## src/rtl/vote_tally_pkg.sv

```systemverilog
// Shared definitions for the three-candidate vote tally: FSM encoding,
// winner codes, default counter width and a small strobe-count helper.
package vote_tally_pkg;

  localparam int CNT_W_DEFAULT = 8;

  typedef enum logic [1:0] {
    ST_OPEN   = 2'd0,
    ST_CLOSED = 2'd1,
    ST_DONE   = 2'd2
  } state_e;

  typedef enum logic [1:0] {
    WIN_NONE = 2'd0,
    WIN_C1   = 2'd1,
    WIN_C2   = 2'd2,
    WIN_C3   = 2'd3
  } winner_e;

  // Number of strobes set among three; used to tell single from multi votes.
  function automatic logic [1:0] popcount3(input logic [2:0] v);
    popcount3 = {1'b0, v[0]} + {1'b0, v[1]} + {1'b0, v[2]};
  endfunction

endpackage

```

## src/rtl/edge_det.sv

```systemverilog
// Rising-edge detector: compares the input against a registered copy that
// is cleared by reset, so a level held through reset release reads as an edge.
module edge_det (
  input  logic clk,
  input  logic reset,
  input  logic d,
  output logic rise
);

  logic prev_q;
  logic prev_d;

  always_comb begin
    prev_d = d;
  end

  always_ff @(posedge clk) begin
    if (reset) begin
      prev_q <= 1'b0;
    end else begin
      prev_q <= prev_d;
    end
  end

  assign rise = d & ~prev_q;

endmodule

```

## src/rtl/vote_tally.sv

```systemverilog
// Three-candidate vote tally with saturating counters, poll close and result
// registration. Define VOTE_TALLY_WINNER_EN to enable the winner/tie logic.
module vote_tally
  import vote_tally_pkg::*;
#(
  parameter int CNT_W = CNT_W_DEFAULT
) (
  input  logic             clk,
  input  logic             reset,
  input  logic             vv1,
  input  logic             vv2,
  input  logic             vv3,
  input  logic             close_poll,
  output logic [CNT_W-1:0] count1,
  output logic [CNT_W-1:0] count2,
  output logic [CNT_W-1:0] count3,
  output logic [CNT_W+1:0] total,
  output logic             poll_open,
  output logic             result_valid,
  output logic [1:0]       winner,
  output logic             tie,
  output logic             sat_err,
  output logic             multi_err
);

  localparam logic [CNT_W-1:0] CNT_MAX = '1;

  logic [2:0] vv_rise;
  logic       close_rise;

  edge_det u_edge_vv1   (.clk(clk), .reset(reset), .d(vv1),        .rise(vv_rise[0]));
  edge_det u_edge_vv2   (.clk(clk), .reset(reset), .d(vv2),        .rise(vv_rise[1]));
  edge_det u_edge_vv3   (.clk(clk), .reset(reset), .d(vv3),        .rise(vv_rise[2]));
  edge_det u_edge_close (.clk(clk), .reset(reset), .d(close_poll), .rise(close_rise));

  state_e           state_q, state_d;
  logic [CNT_W-1:0] count_q [3];
  logic [CNT_W-1:0] count_d [3];
  logic [CNT_W+1:0] total_q, total_d;
  logic             poll_open_q, poll_open_d;
  logic             result_valid_q, result_valid_d;
  winner_e          winner_q, winner_d;
  logic             tie_q, tie_d;
  logic             sat_err_q, sat_err_d;
  logic             multi_err_q, multi_err_d;
  winner_e          win_s;
  logic             tie_s;

`ifdef VOTE_TALLY_WINNER_EN
  // A strict maximum names a winner; otherwise a non-zero shared top is a tie.
  always_comb begin
    win_s = WIN_NONE;
    tie_s = 1'b0;
    if ((count_q[0] > count_q[1]) && (count_q[0] > count_q[2])) begin
      win_s = WIN_C1;
    end else if ((count_q[1] > count_q[0]) && (count_q[1] > count_q[2])) begin
      win_s = WIN_C2;
    end else if ((count_q[2] > count_q[0]) && (count_q[2] > count_q[1])) begin
      win_s = WIN_C3;
    end else if ((count_q[0] == '0) && (count_q[1] == '0) && (count_q[2] == '0)) begin
      tie_s = 1'b0;
    end else begin
      tie_s = 1'b1;
    end
  end
`else
  assign win_s = WIN_NONE;
  assign tie_s = 1'b0;
`endif

  always_comb begin
    state_d        = state_q;
    count_d        = count_q;
    sat_err_d      = sat_err_q;
    multi_err_d    = multi_err_q;
    winner_d       = winner_q;
    tie_d          = tie_q;
    result_valid_d = result_valid_q;

    case (state_q)
      ST_OPEN: begin
        if (popcount3(vv_rise) > 2'd1) begin
          multi_err_d = 1'b1;
        end else begin
          for (int k = 0; k < 3; k++) begin
            if (!vv_rise[k]) begin
              count_d[k] = count_q[k];
            end else if (count_q[k] == CNT_MAX) begin
              sat_err_d = 1'b1;
            end else begin
              count_d[k] = count_q[k] + {{(CNT_W-1){1'b0}}, 1'b1};
            end
          end
        end
        if (close_rise) begin
          state_d = ST_CLOSED;
        end else begin
          state_d = ST_OPEN;
        end
      end
      ST_CLOSED: begin
        winner_d       = win_s;
        tie_d          = tie_s;
        result_valid_d = 1'b1;
        state_d        = ST_DONE;
      end
      ST_DONE: begin
        state_d = ST_DONE;
      end
      default: begin
        state_d = ST_OPEN;
      end
    endcase

    total_d = {2'b00, count_d[0]} + {2'b00, count_d[1]} + {2'b00, count_d[2]};
    poll_open_d = (state_d == ST_OPEN);
  end

  always_ff @(posedge clk) begin
    if (reset) begin
      state_q        <= ST_OPEN;
      count_q[0]     <= '0;
      count_q[1]     <= '0;
      count_q[2]     <= '0;
      total_q        <= '0;
      poll_open_q    <= 1'b1;
      result_valid_q <= 1'b0;
      winner_q       <= WIN_NONE;
      tie_q          <= 1'b0;
      sat_err_q      <= 1'b0;
      multi_err_q    <= 1'b0;
    end else begin
      state_q        <= state_d;
      count_q[0]     <= count_d[0];
      count_q[1]     <= count_d[1];
      count_q[2]     <= count_d[2];
      total_q        <= total_d;
      poll_open_q    <= poll_open_d;
      result_valid_q <= result_valid_d;
      winner_q       <= winner_d;
      tie_q          <= tie_d;
      sat_err_q      <= sat_err_d;
      multi_err_q    <= multi_err_d;
    end
  end

  assign count1       = count_q[0];
  assign count2       = count_q[1];
  assign count3       = count_q[2];
  assign total        = total_q;
  assign poll_open    = poll_open_q;
  assign result_valid = result_valid_q;
  assign winner       = winner_q;
  assign tie          = tie_q;
  assign sat_err      = sat_err_q;
  assign multi_err    = multi_err_q;

endmodule

```

## config.mk

```make
export PLATFORM = sky130hd
export DESIGN_NAME = vote_tally
export DESIGN_NICKNAME = d
export VERILOG_FILES = /design/src/rtl/vote_tally_pkg.sv /design/src/rtl/edge_det.sv /design/src/rtl/vote_tally.sv
export SDC_FILE = /design/constraint.sdc
export NUM_CORES = 1
export LEC_CHECK = 0
export ABC_AREA = 1
export BUFFER_PORTS_ARGS = -buffer_cell sky130_fd_sc_hd__buf_4
export CORE_UTILIZATION = 41
export CTS_CLUSTER_SIZE = 20
export DETAILED_ROUTE_END_ITERATION = 6
export GPL_ROUTABILITY_DRIVEN = 0
export SKIP_LAST_GASP = 1
export SLEW_MARGIN = 10
export SYNTH_ARGS = -nofsm -noshare
export SYNTH_HDL_FRONTEND = slang
export SYNTH_SLANG_ARGS = --single-unit
```

## constraint.sdc

```tcl
create_clock -name clk -period 8.9 [get_ports clk]
set_input_delay 1.78 -clock clk [delete_from_list [all_inputs] [get_ports clk]]
set_output_delay 1.78 -clock clk [all_outputs]
set_load 0.05 [all_outputs]
```

# ---- After elaboration in Yosys (flattened, before gate mapping)
# Index checks and enable logic that the tools add are counted.
# Widths: inputs -> output; s select.
dict set report totals {
  regBits 44
  inputBits 6
  out_inout_bits 41
  elab_cells 56
}
dict set report classes {
  n_addsub 7
  magnitude_cmp 1
  n_eq_ne 5
  mux 16
  n_bitwise 9
  n_reduce_logical 5
}
# operator n
set op_table {}
lappend op_table {{$mux 24} 2}
lappend op_table {{$mux 8} 6}
lappend op_table {{$add 8x1->8 const B} 3}
lappend op_table {{$eq 8x8->1 const B} 3}
lappend op_table {{$add 9x8->10} 1}
lappend op_table {{$add 8x8->9} 1}
lappend op_table {{$mux 1} 7}
lappend op_table {{$not 1->1} 5}
lappend op_table {{$and 1x1->1} 4}
lappend op_table {{$logic_not 2->1} 2}
lappend op_table {{$pmux 2 s2} 1}
lappend op_table {{$reduce_and 2->1} 2}
lappend op_table {{$add 1x1->2} 1}
lappend op_table {{$add 2x1->2} 1}
lappend op_table {{$eq 2x1->1 const B} 1}
lappend op_table {{$eq 2x2->1 const B} 1}
lappend op_table {{$gt 2x1->1 const B} 1}
lappend op_table {{$reduce_or 2->1} 1}

# ---- Logic depth before layout (Yosys ltp)
# Gate-level depths: netlist of run 1.
dict set report depth {
  word_depth 9
  depth_mapped 21
  ltp_nobuf 21
}

# ---- Modules after synthesis
# From an unflattened synthesis of run 1, not the netlist that was laid out.
dict set report unflattened {
  hier_cells 367
  area_unflattened_um2 2641.3
}
# module instances cells_per_inst area_per_inst_um2 seq_area_each_um2
set by_module_without_submodules {}
lappend by_module_without_submodules {vote_tally 1 351 2516.2 800.8}
lappend by_module_without_submodules {edge_det 4 4 31.3 20.0}

# ---- Worst setup path after synthesis of run 1
# OpenSTA, ideal clock, no wires.
dict set report synth_timing {
  path_type {in2reg}
  start {in vv1}
  end {reg total_q[9] (netlist: total[9])}
  setup_time_ns 0.064
  t_arrival_ns 4.416
  t_required_ns 8.836
  path_slack_ns 4.420
  stages 20
  cell_sequence {inv_1 > nor2_4 > ha_1 > nand3_2 > nand3_2 > nor2_4 > inv_2 > o21ai_1 > fa_1 > inv_1 > ha_1 > inv_1 > fa_1 > inv_1 > nand3_1 > nand2_1 > a21oi_1 > nor2_1 > nor2_1 > nor2_1}
}
dict set report synth_via {
  elab_chain_len 8
  word_cells_on_any_way 9
  cone_classes {4 x add/sub; 1 x order compare; 3 x mux; 1 x bitwise}
}
# item line_no
set synth_rtl {}
lappend synth_rtl {{start, declared} vote_tally.sv:10} ;# input logic vv1,
lappend synth_rtl {{$and 1x1->1 *} edge_det.sv:25} ;# assign rise = d & ~prev_q;
lappend synth_rtl {{$add 1x1->2} vote_tally_pkg.sv:22} ;# popcount3 = {1'b0, v[0]} + {1'b0, v[1]} + {1'b0, v[2]};
lappend synth_rtl {{$add 2x1->2} vote_tally_pkg.sv:22}
lappend synth_rtl {{$gt 2x1->1} vote_tally.sv:82} ;# if (popcount3(vv_rise) > 2'd1) begin
lappend synth_rtl {{$mux 24 *} vote_tally.sv:82}
lappend synth_rtl {{$mux 24 *} vote_tally.sv:80} ;# case (state_q)
lappend synth_rtl {{$add 8x8->9} vote_tally.sv:115} ;# total_d = {2'b00, count_d[0]} + {2'b00, count_d[1]} + {2'b00, count_d[2]};
lappend synth_rtl {{$add 9x8->10 *} vote_tally.sv:115}
lappend synth_rtl {{end signal, assigned} vote_tally.sv:137} ;# total_q <= total_d;
lappend synth_rtl {{end, declared} vote_tally.sv:39} ;# logic [CNT_W+1:0] total_q, total_d;
# Every way passes the cells marked *; elsewhere a longest branch is shown, timed or not.
# A chain may end at the register's enable or synchronous reset.

# ---- Worst setup path after layout of run 1
# Ends and elaborated chain as after synthesis.

==> run_summary.xml, run 1 <==
<?xml version="1.0" encoding="UTF-8"?>
<metrics>
  <group name="global_route">
    <metric name="grt_overflow_total" unit="">0</metric>
    <metric name="grt_max_degree" unit="">35</metric>
    <metric name="wire_length_of_the_first_global_routing_pass" unit="um">9590</metric>
    <metric name="grt_antenna_before_repair" unit="">0</metric>
    <metric name="gr-usage-all-layers" unit="%">17.5</metric>
    <metric name="via_count_of_the_first_global_routing_pass" unit="">2145</metric>
  </group>
  <group name="setup_path">
    <metric name="critical_path.endpoint_type" unit="">register</metric>
    <metric name="critical_path_peak_fanout" unit="">6</metric>
    <metric name="timing.critical_path.slowest_stage_cell" unit="">sky130_fd_sc_hd__fa_1</metric>
    <metric name="timing.critical_path.required" unit="ns">9.14</metric>
    <metric name="cp_cell_sequence" unit="">buf_4 &gt; inv_1 &gt; nor2_4 &gt; ha_1 &gt; nand3_2 &gt; nand3_2 &gt; nor2_4 &gt; inv_2 &gt; o21ai_1 &gt; fa_1 &gt; inv_1 &gt; ha_1 &gt; inv_1 &gt; fa_1 &gt; inv_1 &gt; nand3_1 &gt; nand2_1 &gt; a21oi_1 &gt; nor2_1 &gt; nor2_1 &gt; nor2_1</metric>
    <metric name="r2r_setup_slack" unit="ns">5.64</metric>
    <metric name="timing.reg2reg.worst_path_depth" unit="">19</metric>
    <metric name="critical-path-max-stage-delay" unit="ns">0.43</metric>
    <metric name="crit_arrival" unit="ns">4.78</metric>
    <metric name="worst-setup-path-type" unit="">input pin to register</metric>
    <metric name="setup.worst_path.start_class" unit="">input pin</metric>
    <metric name="timing.critical_path.mode_cell" unit="">sky130_fd_sc_hd__inv_1</metric>
    <metric name="reg2reg_from" unit="">u_edge_vv1.prev_q</metric>
    <metric name="regToRegEndpoint" unit="">total[9]</metric>
  </group>
  <group name="synth">
    <metric name="synth-main-ff-cell" unit="">sky130_fd_sc_hd__dfxtp_1</metric>
    <metric name="ys_seq_area_share" unit="%">32.8</metric>
    <metric name="synth_simple_gate_area_share" unit="%">33.8</metric>
    <metric name="synth_edf_count" unit="">0</metric>
    <metric name="synth-warning-count" unit="">0</metric>
    <metric name="syn-instance-count" unit="">379</metric>
    <metric name="ranking_of_synthesized_cells_by_instance_count" unit="">sky130_fd_sc_hd__nand2_1, sky130_fd_sc_hd__inv_1, sky130_fd_sc_hd__nor2_1</metric>
    <metric name="synth.most_common_cell" unit="">sky130_fd_sc_hd__nand2_1</metric>
    <metric name="combinational_family_with_the_most_area_after_synthesis" unit="">simple AND/OR/NAND/NOR gates</metric>
    <metric name="post_synth.cell_area_avg" unit="um2">7.09</metric>
    <metric name="synthTopCellsByArea" unit="">sky130_fd_sc_hd__dfxtp_1, sky130_fd_sc_hd__nand2_1, sky130_fd_sc_hd__inv_1, sky130_fd_sc_hd__nor2_1, sky130_fd_sc_hd__fa_1</metric>
    <metric name="xor_xnor_portion_of_the_synthesized_cell_area" unit="%">0.931</metric>
    <metric name="synth_compound_area_share" unit="%">7.45</metric>
    <metric name="share_of_synthesized_area_spent_on_multiplexers" unit="%">0</metric>
    <metric name="synthesis.area" unit="um2">2690</metric>
    <metric name="netlist-cell-type-count" unit="">35</metric>
    <metric name="post_synthesis_register_bit_count" unit="">44</metric>
    <metric name="post_synth_fa_ha_maj_area_fraction" unit="%">12.8</metric>
    <metric name="area_share_of_the_largest_cell_type_after_synthesis" unit="%">32.8</metric>
    <metric name="cell_accounting_for_the_most_synthesized_area" unit="">sky130_fd_sc_hd__dfxtp_1</metric>
    <metric name="synth-async-reset-ratio" unit="%">0</metric>
  </group>
  <group name="layout">
    <metric name="post_route_cells_drive_above_1_share" unit="%">19.5</metric>
    <metric name="nNetsFinal" unit="">452</metric>
    <metric name="num-fill-cells" unit="">649</metric>
    <metric name="antenna-diode-count" unit="">0</metric>
    <metric name="area_delta_synth_final" unit="%">17.9</metric>
    <metric name="final_cell_count_no_fill" unit="">502</metric>
    <metric name="post-route-util" unit="%">49.9</metric>
  </group>
  <group name="pwr">
    <metric name="power_leakage" unit="nW">1.59</metric>
    <metric name="cellPowerDensity" unit="nW/um2">148</metric>
    <metric name="vdd_drop_max" unit="V">0.0000804</metric>
  </group>
  <group name="clocking">
    <metric name="cts.reportedPaths.clkPinSlew" unit="ns">0.08</metric>
    <metric name="clock_sinks" unit="">44</metric>
    <metric name="count_of_hold_buffers_inserted_by_post_cts_repair" unit="">0</metric>
    <metric name="htree_levels" unit="">2</metric>
    <metric name="cts-root-buf" unit="">sky130_fd_sc_hd__clkbuf_8</metric>
    <metric name="cts_buffers" unit="">5</metric>
    <metric name="clock_path_buffers" unit="">2</metric>
    <metric name="post_cts_gate_resize_count" unit="">0</metric>
    <metric name="cts_setup_buffers" unit="">0</metric>
    <metric name="clock_tree_from_tritoncts" unit="">built</metric>
    <metric name="clk-insertion-delay-late" unit="ns">0.29</metric>
  </group>
  <group name="hold_path">
    <metric name="worstHoldStart" unit="">u_edge_close.prev_q</metric>
    <metric name="worst_hold_path_cell_count" unit="">1</metric>
    <metric name="min_to" unit="">state_q[0]</metric>
    <metric name="hold_class" unit="">register to register</metric>
  </group>
  <group name="timing">
    <metric name="timing.final.hold_violations" unit="">0</metric>
    <metric name="period_needed" unit="ns">4.55</metric>
    <metric name="fmaxAchievable" unit="MHz">220</metric>
    <metric name="setup_total_negative_slack" unit="ns">0</metric>
    <metric name="final-setup-viol-count" unit="">0</metric>
    <metric name="finalMaxSlewViolations" unit="">0</metric>
    <metric name="worst_hold_slack" unit="ns">0.407</metric>
    <metric name="finalCritPeriodShare" unit="%">51.1</metric>
    <metric name="finClkSkew" unit="ns">0.00276</metric>
    <metric name="grt_setup_unrepaired" unit="">false</metric>
  </group>
  <group name="route">
    <metric name="drc" unit="">0</metric>
    <metric name="drt-total-wl" unit="um">5700</metric>
    <metric name="routedWlPerCell" unit="um">11.4</metric>
    <metric name="route.vias.total" unit="">2335</metric>
    <metric name="drt_iter0_markers" unit="">89</metric>
    <metric name="ant_nets" unit="">0</metric>
    <metric name="vias_cell" unit="">4.65</metric>
    <metric name="dr.pass1.iters" unit="">4</metric>
  </group>
  <group name="floorplanning">
    <metric name="design.die.area" unit="um2">6880</metric>
    <metric name="die_width" unit="um">83.0</metric>
    <metric name="total_i_o_pin_count" unit="">47</metric>
    <metric name="fp-row-count" unit="">29</metric>
    <metric name="dieHeight" unit="um">83.0</metric>
    <metric name="floorplan.core_area" unit="um2">6350</metric>
    <metric name="initial_utilization" unit="%">42.3</metric>
  </group>
  <group name="place">
    <metric name="hpwl" unit="um">4540</metric>
    <metric name="place.detailed.instances" unit="">494</metric>
    <metric name="place.port_buffers" unit="">43</metric>
  </group>
  <group name="run">
    <metric name="max-cap-violations" unit="">0</metric>
  </group>
  <group name="run_status">
    <metric name="run_status" unit="">finished clean</metric>
  </group>
</metrics>
[power by group]
part           internal (W)  switching [W]
logic             0.0000370      0.0000869
registers          0.000209     0.00000717
clock network     0.0000620      0.0000663
total              0.000308       0.000160
[critical path: cells and delay by family]
family | cells | cell delay, ns
AND/OR/NAND/NOR | 9 | 0.95
adder cells (fa/ha/maj) | 4 | 1.27
buffers and inverters | 6 | 0.49
AO/OA/AOI/OAI | 2 | 0.30
[flip-flops by register name, summed over array words and instances (netlist names)]
name / cells
total: 10
count1: 8
count2: 8
count3: 8
state_q: 2
multi_err: 1
poll_open: 1
result_valid: 1
sat_err: 1
u_edge_close.prev_q: 1
u_edge_vv1.prev_q: 1
u_edge_vv2.prev_q: 1
u_edge_vv3.prev_q: 1
[stage by stage]
step	area, um2	total power, W	worst slack [ns]
5_1_grt	3170	0.000495	4.04
4_1_cts	3170	0.000476	4.34
2_1_floorplan	2700	0.000314	4.42
3_5_place_dp	3080	0.000345	4.03
3_3_place_gp	3080	0.000345	4.09
6_report	3170	0.000468	4.35
[placed cells by master (no fill, tap or decap), types with 9 or more instances in the layout]
master	count
sky130_fd_sc_hd__buf_4	43
sky130_fd_sc_hd__dfxtp_1	44
sky130_fd_sc_hd__a21oi_1	18
sky130_fd_sc_hd__fa_1	9
sky130_fd_sc_hd__nand3_1	26
sky130_fd_sc_hd__ha_1	13
sky130_fd_sc_hd__inv_1	68
sky130_fd_sc_hd__nand2_1	83
sky130_fd_sc_hd__nor2_1	51
sky130_fd_sc_hd__o21ai_0	9
[metal layers]
layer / GRT usage [%] / up-vias / routed length [um]
met5: 0 / - / 0
met4: 6.11 / 0 / 75
met3: 3.18 / 6 / 220
met2: 28.9 / 39 / 2650
met1: 22.8 / 1046 / 2750
li1: - / 1244 / -
[layout make-up]
| type | count | area, um2 | area share [%] |
|---|---|---|---|
| sequential | 44 | 881 | 27.8 |
| clock buffer | 6 | 82.6 | 2.61 |
| timing repair buffer | 43 | 323 | 10.2 |
| tap | 77 | 96.3 | 3.04 |
| multi-input combinational | 253 | 1490 | 46.9 |
| clock inverter | 2 | 10.0 | 0.316 |
| inverter | 77 | 289 | 9.12 |
[cell families (layout without fill, tap and decap cells)]
| kind of cell | after synthesis | count (layout) |
|---|---|---|
| XOR/XNOR | 2 | 2 |
| AND/OR/NAND/NOR | 190 | 190 |
| AO/OA/AOI/OAI | 36 | 36 |
| adder cells (fa/ha/maj) | 22 | 22 |
| other | 1 | 3 |
| buffers and inverters | 84 | 128 |
| flip-flops | 44 | 44 |
[worst max-delay path by stage]
stage | from | to | slack (ns) | depth (start not counted)
detailed placement | vv1 | total[9] | 4.03 | 21
global route | vv1 | total[9] | 4.04 | 21
global placement | vv1 | total[9] | 4.09 | 21
finish | vv1 | total[9] | 4.35 | 21
CTS | vv1 | total[9] | 4.34 | 21
floorplan | vv1 | total[9] | 4.42 | 20
No activity file was read; power rests on OpenSTA's default activity.
==> run 2: changes to the inputs <==
clock period = 3.8 ns   (was 8.9 ns; I/O delays follow)
==> run 2 against run 1 <==
  * Critical endpoint unchanged
  * Total power grew 140%
  * Die area stayed put
  * Wire length is 0.95% higher
  * Clock-buffer cell count unchanged
  * Global-route usage increased by 1.1 points
  * Utilization grew 0.30 points
  * Flip-flop and latch count did not move
  * Sequential share of layout area shrank 0.16 points
  * Clock power up 140%
  * Combinational power rose by 140%
==> run_summary.xml, run 2 (same netlist as run 1, synthesis figures left out) <==
<?xml version="1.0" encoding="UTF-8"?>
<metrics>
  <group name="floorplanning">
    <metric name="dieHeight" unit="um">83.0</metric>
    <metric name="initial_utilization" unit="%">42.3</metric>
    <metric name="floorplan.core_area" unit="um2">6350</metric>
    <metric name="die_width" unit="um">83.0</metric>
    <metric name="total_i_o_pin_count" unit="">47</metric>
    <metric name="design.die.area" unit="um2">6880</metric>
    <metric name="fp-row-count" unit="">29</metric>
  </group>
  <group name="clocking">
    <metric name="cts_buffers" unit="">5</metric>
    <metric name="clock_path_buffers" unit="">2</metric>
    <metric name="post_cts_gate_resize_count" unit="">0</metric>
    <metric name="cts.reportedPaths.clkPinSlew" unit="ns">0.08</metric>
    <metric name="clock_sinks" unit="">44</metric>
    <metric name="count_of_hold_buffers_inserted_by_post_cts_repair" unit="">0</metric>
    <metric name="cts_setup_buffers" unit="">0</metric>
    <metric name="clock_tree_from_tritoncts" unit="">built</metric>
    <metric name="htree_levels" unit="">2</metric>
    <metric name="cts-root-buf" unit="">sky130_fd_sc_hd__clkbuf_8</metric>
    <metric name="clk-insertion-delay-late" unit="ns">0.30</metric>
  </group>
  <group name="global_route">
    <metric name="grt_max_degree" unit="">35</metric>
    <metric name="via_count_of_the_first_global_routing_pass" unit="">2361</metric>
    <metric name="wire_length_of_the_first_global_routing_pass" unit="um">10300</metric>
    <metric name="grt_antenna_before_repair" unit="">0</metric>
    <metric name="grt_overflow_total" unit="">0</metric>
    <metric name="gr-usage-all-layers" unit="%">18.6</metric>
  </group>
  <group name="place">
    <metric name="place.port_buffers" unit="">43</metric>
    <metric name="hpwl" unit="um">4570</metric>
    <metric name="place.detailed.instances" unit="">496</metric>
    <metric name="place_worst_setup_slack" unit="ns">-0.0370</metric>
  </group>
  <group name="layout">
    <metric name="final_cell_mix" unit="">sky130_fd_sc_hd__nand2_1, sky130_fd_sc_hd__inv_1, sky130_fd_sc_hd__nor2_1</metric>
    <metric name="multi_input_comb_area" unit="um2">1490</metric>
    <metric name="nNetsFinal" unit="">454</metric>
    <metric name="post_route_cells_drive_above_1_share" unit="%">20.1</metric>
    <metric name="largest_register_ff_count" unit="">10</metric>
    <metric name="antenna-diode-count" unit="">0</metric>
    <metric name="seq_area" unit="um2">881</metric>
    <metric name="final_cell_count_no_fill" unit="">504</metric>
    <metric name="area_delta_synth_final" unit="%">18.6</metric>
    <metric name="most_frequent_standard_cell_in_the_layout_excluding_fill_and_tap_cells" unit="">sky130_fd_sc_hd__nand2_1</metric>
    <metric name="post-route-util" unit="%">50.2</metric>
    <metric name="num-fill-cells" unit="">653</metric>
  </group>
  <group name="route">
    <metric name="drc" unit="">0</metric>
    <metric name="wl_met3" unit="um">157</metric>
    <metric name="top_layer_used" unit="">met4</metric>
    <metric name="dr.pass1.iters" unit="">4</metric>
    <metric name="drt-met1-wl" unit="um">2800</metric>
    <metric name="drt-total-wl" unit="um">5750</metric>
    <metric name="ant_nets" unit="">0</metric>
    <metric name="detailroute.wirelength.met2" unit="um">2730</metric>
    <metric name="vias_cell" unit="">4.61</metric>
    <metric name="drt_iter0_markers" unit="">73</metric>
    <metric name="routedWlPerCell" unit="um">11.4</metric>
    <metric name="route.vias.total" unit="">2322</metric>
  </group>
  <group name="timing">
    <metric name="worst_hold_slack" unit="ns">0.411</metric>
    <metric name="final.setup.worst_slack" unit="ns">0.334</metric>
    <metric name="fmaxAchievable" unit="MHz">288</metric>
    <metric name="finClkSkew" unit="ns">0.00882</metric>
    <metric name="grt_setup_unrepaired" unit="">false</metric>
    <metric name="finalCritPeriodShare" unit="%">91.2</metric>
    <metric name="final-setup-viol-count" unit="">0</metric>
    <metric name="period_needed" unit="ns">3.47</metric>
    <metric name="finalMaxSlewViolations" unit="">0</metric>
    <metric name="timing.final.hold_violations" unit="">0</metric>
  </group>
  <group name="run_status">
    <metric name="run_status" unit="">finished clean</metric>
  </group>
  <group name="pwr">
    <metric name="tot_pwr" unit="W">0.00111</metric>
    <metric name="power_leakage" unit="nW">1.60</metric>
    <metric name="cellPowerDensity" unit="nW/um2">348</metric>
    <metric name="vdd_drop_max" unit="V">0.000193</metric>
  </group>
  <group name="hold_path">
    <metric name="hold_class" unit="">register to register</metric>
    <metric name="worstHoldStart" unit="">u_edge_close.prev_q</metric>
  </group>
  <group name="setup_path">
    <metric name="crit_arrival" unit="ns">3.70</metric>
    <metric name="setup.worst_path.start" unit="">vv1</metric>
    <metric name="worst-setup-path-type" unit="">input pin to register</metric>
    <metric name="critical_path_peak_fanout" unit="">6</metric>
    <metric name="reg2reg_from" unit="">u_edge_vv1.prev_q</metric>
    <metric name="critical_path.endpoint_type" unit="">register</metric>
    <metric name="timing.critical_path.required" unit="ns">4.04</metric>
    <metric name="setup.worst_path.start_class" unit="">input pin</metric>
  </group>
  <group name="run">
    <metric name="max-cap-violations" unit="">0</metric>
  </group>
</metrics>
## run 2: changes by cell type in the layout (fill, tap and decap cells not counted)
| cell | delta |
|---|---|
| sky130_fd_sc_hd__buf_4 | +2 |
| sky130_fd_sc_hd__o21ai_2 | +1 |
| sky130_fd_sc_hd__o21ai_1 | -1 |
## run 2: final timing paths
check | end | slack (ns) | cells after the start
setup / recovery | total[9] | 0.33 | 22
hold / removal | state_q[0] | 0.41 | 1
setup reg to reg | total[9] | 0.61 | 20
hold reg to reg | state_q[0] | 0.41 | 1
## run 2: layer usage
metal | vias up | global-route usage (%)
li1 | 1249 | -
met1 | 1042 | 23.9
met2 | 25 | 31.3
met3 | 6 | 3.68
met4 | 0 | 6.11
met5 | - | 0
## run 2: metrics by stage
stage               setup TNS [ns]  area (um2)
finish                           0        3190
global placement                 0        3090
global route                     0        3190
CTS                              0        3180
floorplan                        0        2700
detailed placement         -0.0690        3090
## run 2: final cells by class
cell class	instances	share of cell area, %
clock buffers	6	2.59
flip-flops and latches	44	27.6
multi-input cells	253	46.8
repair buffers	45	10.6
clock inverters	2	0.314
inverters	77	9.07
well taps	77	3.02
## run 2: report_power, final
part / switching [W] / total, W / internal (W)
clock network: 0.000163 / 0.000308 / 0.000145
logic: 0.000206 / 0.000296 / 0.0000894
registers: 0.0000165 / 0.000505 / 0.000488
## run 2: critical path: stages
cell	delay (ns)
sky130_fd_sc_hd__buf_4	0.11
sky130_fd_sc_hd__inv_1	0.10
sky130_fd_sc_hd__nor2_4	0.04
sky130_fd_sc_hd__ha_1	0.31
sky130_fd_sc_hd__nand3_2	0.14
sky130_fd_sc_hd__nand3_2	0.13
sky130_fd_sc_hd__nor2_4	0.16
sky130_fd_sc_hd__inv_2	0.06
sky130_fd_sc_hd__nand2_1	0.07
sky130_fd_sc_hd__o21ai_2	0.07
sky130_fd_sc_hd__fa_1	0.47
sky130_fd_sc_hd__inv_1	0.07
sky130_fd_sc_hd__ha_1	0.17
sky130_fd_sc_hd__inv_1	0.06
sky130_fd_sc_hd__fa_1	0.36
sky130_fd_sc_hd__inv_1	0.09
sky130_fd_sc_hd__nand3_1	0.07
sky130_fd_sc_hd__nand2_1	0.11
sky130_fd_sc_hd__a21oi_1	0.09
sky130_fd_sc_hd__nor2_1	0.12
sky130_fd_sc_hd__nor2_1	0.05
sky130_fd_sc_hd__nor2_1	0.07
==> run 3: changes to the inputs <==
SYNTH_HIERARCHICAL = 1   (was unset)
==> run 3 against run 2 <==
  * Via count rose by 2.0%
  * Cell count fell by 1.8%
  * Cell area rose by 0.27%
  * Die area fell by 1.7%
==> run_summary.xml, run 3 <==
<?xml version="1.0" encoding="UTF-8"?>
<metrics>
  <group name="clocking">
    <metric name="count_of_hold_buffers_inserted_by_post_cts_repair" unit="">0</metric>
    <metric name="clock_path_buffers" unit="">2</metric>
    <metric name="cts.reportedPaths.clkPinSlew" unit="ns">0.09</metric>
    <metric name="cts_buffers" unit="">5</metric>
    <metric name="post_cts_gate_resize_count" unit="">0</metric>
    <metric name="clock_tree_from_tritoncts" unit="">built</metric>
    <metric name="clock_sinks" unit="">44</metric>
    <metric name="clk-insertion-delay-late" unit="ns">0.30</metric>
    <metric name="htree_levels" unit="">2</metric>
    <metric name="cts_setup_buffers" unit="">0</metric>
    <metric name="cts-root-buf" unit="">sky130_fd_sc_hd__clkbuf_8</metric>
  </group>
  <group name="timing">
    <metric name="period_needed" unit="ns">3.50</metric>
    <metric name="finalCritPeriodShare" unit="%">92.2</metric>
    <metric name="final.setup.worst_slack" unit="ns">0.298</metric>
    <metric name="timing.final.hold_violations" unit="">0</metric>
    <metric name="finClkSkew" unit="ns">0.0139</metric>
    <metric name="grt_setup_unrepaired" unit="">false</metric>
    <metric name="worst_hold_slack" unit="ns">0.481</metric>
    <metric name="fmaxAchievable" unit="MHz">286</metric>
    <metric name="final-setup-viol-count" unit="">0</metric>
    <metric name="finalMaxSlewViolations" unit="">0</metric>
  </group>
  <group name="place">
    <metric name="postPlaceCellArea" unit="um2">3080</metric>
    <metric name="place.port_buffers" unit="">43</metric>
    <metric name="hpwl" unit="um">4570</metric>
    <metric name="place_worst_setup_slack" unit="ns">-0.00964</metric>
  </group>
  <group name="route">
    <metric name="drt_iter0_markers" unit="">88</metric>
    <metric name="drt-total-wl" unit="um">5850</metric>
    <metric name="ant_nets" unit="">0</metric>
    <metric name="dr.pass1.iters" unit="">4</metric>
    <metric name="vias_cell" unit="">4.79</metric>
    <metric name="route.vias.total" unit="">2369</metric>
    <metric name="drc" unit="">0</metric>
    <metric name="routedWlPerCell" unit="um">11.8</metric>
  </group>
  <group name="global_route">
    <metric name="grt_max_degree" unit="">31</metric>
    <metric name="use_met2" unit="%">31.4</metric>
    <metric name="gr-usage-all-layers" unit="%">18.9</metric>
    <metric name="grt_busiest_layer" unit="">met2</metric>
    <metric name="grtUsageMet1" unit="%">24.2</metric>
    <metric name="grt_overflow_total" unit="">0</metric>
    <metric name="via_count_of_the_first_global_routing_pass" unit="">2105</metric>
    <metric name="grt.met3_usage" unit="%">4.18</metric>
    <metric name="grt_antenna_before_repair" unit="">0</metric>
    <metric name="wire_length_of_the_first_global_routing_pass" unit="um">9470</metric>
  </group>
  <group name="floorplanning">
    <metric name="fp-row-count" unit="">28</metric>
    <metric name="design.die.area" unit="um2">6770</metric>
    <metric name="total_i_o_pin_count" unit="">47</metric>
    <metric name="floorplan.core_area" unit="um2">6060</metric>
    <metric name="initial_utilization" unit="%">43.6</metric>
    <metric name="dieHeight" unit="um">82.3</metric>
    <metric name="die_width" unit="um">82.3</metric>
  </group>
  <group name="pwr">
    <metric name="power_frac_comb" unit="%">22.9</metric>
    <metric name="clkPwrFrac" unit="%">33.6</metric>
    <metric name="intPower" unit="W">0.000785</metric>
    <metric name="p_switching" unit="W">0.000365</metric>
    <metric name="cellPowerDensity" unit="nW/um2">360</metric>
    <metric name="power_leakage" unit="nW">1.66</metric>
    <metric name="power.share.switching" unit="%">31.8</metric>
    <metric name="vdd_drop_max" unit="V">0.000293</metric>
    <metric name="seq_pwr_share" unit="%">43.6</metric>
  </group>
  <group name="setup_path">
    <metric name="setup.worst_path.start_class" unit="">input pin</metric>
    <metric name="crit_arrival" unit="ns">3.69</metric>
    <metric name="r2r_setup_slack" unit="ns">0.57</metric>
    <metric name="worst-setup-path-type" unit="">input pin to register</metric>
    <metric name="critical_path_peak_fanout" unit="">6</metric>
    <metric name="critical_path.endpoint_type" unit="">register</metric>
    <metric name="timing.critical_path.required" unit="ns">3.99</metric>
  </group>
  <group name="synth">
    <metric name="synthTopCellsByArea" unit="">sky130_fd_sc_hd__dfxtp_1, sky130_fd_sc_hd__nand2_1, sky130_fd_sc_hd__inv_1, sky130_fd_sc_hd__fa_1, sky130_fd_sc_hd__nor2_1</metric>
    <metric name="ys_seq_area_share" unit="%">33.3</metric>
    <metric name="synth-async-reset-ratio" unit="%">0</metric>
    <metric name="synthesis.area" unit="um2">2640</metric>
    <metric name="post_synthesis_register_bit_count" unit="">44</metric>
    <metric name="synth.most_common_cell" unit="">sky130_fd_sc_hd__nand2_1</metric>
    <metric name="area_share_of_the_largest_cell_type_after_synthesis" unit="%">33.3</metric>
    <metric name="syn-instance-count" unit="">367</metric>
    <metric name="synth-main-ff-cell" unit="">sky130_fd_sc_hd__dfxtp_1</metric>
    <metric name="synth-warning-count" unit="">6</metric>
    <metric name="ranking_of_synthesized_cells_by_instance_count" unit="">sky130_fd_sc_hd__nand2_1, sky130_fd_sc_hd__inv_1, sky130_fd_sc_hd__nor2_1</metric>
    <metric name="netlist-cell-type-count" unit="">33</metric>
    <metric name="cell_accounting_for_the_most_synthesized_area" unit="">sky130_fd_sc_hd__dfxtp_1</metric>
    <metric name="synth_edf_count" unit="">0</metric>
    <metric name="post_synth.cell_area_avg" unit="um2">7.20</metric>
  </group>
  <group name="layout">
    <metric name="finish.instance_area" unit="um2">3200</metric>
    <metric name="post_route_cells_drive_above_1_share" unit="%">18.6</metric>
    <metric name="most_frequent_standard_cell_in_the_layout_excluding_fill_and_tap_cells" unit="">sky130_fd_sc_hd__nand2_1</metric>
    <metric name="final_cell_mix" unit="">sky130_fd_sc_hd__nand2_1, sky130_fd_sc_hd__inv_1, sky130_fd_sc_hd__buf_4</metric>
    <metric name="area_delta_synth_final" unit="%">21.0</metric>
    <metric name="largest_register_ff_count" unit="">10</metric>
    <metric name="nNetsFinal" unit="">447</metric>
    <metric name="antenna-diode-count" unit="">0</metric>
  </group>
  <group name="hold_path">
    <metric name="hold_class" unit="">register to register</metric>
  </group>
  <group name="run_status">
    <metric name="run_status" unit="">finished clean</metric>
  </group>
  <group name="run">
    <metric name="max-cap-violations" unit="">0</metric>
  </group>
</metrics>
## run 3: logic make-up (layout without fill, tap and decap cells)
family                   count (synthesis)  count (layout)  share of synthesized area [%]
AO/OA/AOI/OAI                           34              34                           7.25
XOR/XNOR                                 2               2                          0.948
adder cells (fa/ha/maj)                 22              22                           13.0
buffers and inverters                   80             131                           12.1
flip-flops                              44              44                           33.3
other                                    1               3                          0.142
AND/OR/NAND/NOR                        184             184                           33.2
## run 3: routing by layer
layer  share of wire (%)  vias up
met4                 1.3        0
li1                    -     1248
met2                  46       45
met5                   0        -
met1                  49     1068
met3                 3.7        8
## run 3: path summary, 6_finish.rpt
check	start	endpoint	depth (start not counted)
min reg2reg	multi_err	multi_err	2
min	multi_err	multi_err	2
max reg2reg	u_edge_vv3/prev_q	total[7]	18
max	vv1	total[7]	20
## run 3: area by class of cell
class,instances,area [um2]
Timing Repair Buffer,51,383
Multi-Input combinational cell,245,1450
Clock inverter,2,38.8
Tap cell,75,93.8
Fill cell,638,2860
Inverter,72,270
Sequential cell,44,881
Clock buffer,6,82.6
## run 3: worst max-delay path, cell delays in order
cell and delay (ns):
sky130_fd_sc_hd__buf_4 0.11, sky130_fd_sc_hd__inv_1 0.06, sky130_fd_sc_hd__nor2_1 0.05, sky130_fd_sc_hd__ha_1 0.31
sky130_fd_sc_hd__nand2_2 0.11, sky130_fd_sc_hd__nand3_4 0.13, sky130_fd_sc_hd__nor2_4 0.13, sky130_fd_sc_hd__nand2_2 0.10
sky130_fd_sc_hd__o21ai_0 0.31, sky130_fd_sc_hd__fa_1 0.45, sky130_fd_sc_hd__inv_1 0.07, sky130_fd_sc_hd__ha_1 0.17
sky130_fd_sc_hd__inv_1 0.06, sky130_fd_sc_hd__fa_1 0.35, sky130_fd_sc_hd__inv_1 0.12, sky130_fd_sc_hd__nand4_1 0.11
sky130_fd_sc_hd__nand3_1 0.11, sky130_fd_sc_hd__nand2_1 0.08, sky130_fd_sc_hd__nand2_1 0.06, sky130_fd_sc_hd__nor2_1 0.04
## run 3: stage by stage
step | std cells | power (W) | utilization (%) | setup TNS, ns
floorplan | 369 | 0.000703 | - | 0
global placement | 487 | 0.000776 | 50.7 | 0
detailed placement | 487 | 0.000779 | 50.7 | -0.00964
CTS | 495 | 0.00117 | 52.7 | 0
global route | 495 | 0.00121 | 52.7 | 0
finish | 495 | 0.00115 | 52.7 | 0
## run 3: power by group through the flow
stage	Sequential [W]	Clock (W)	Combinational, W
6_report	0.000501	0.000386	0.000263
4_1_cts	0.000502	0.000399	0.000267
2_1_floorplan	0.000587	0	0.000116
5_1_grt	0.000505	0.000420	0.000287
3_5_place_dp	0.000512	0	0.000266
3_3_place_gp	0.000512	0	0.000264
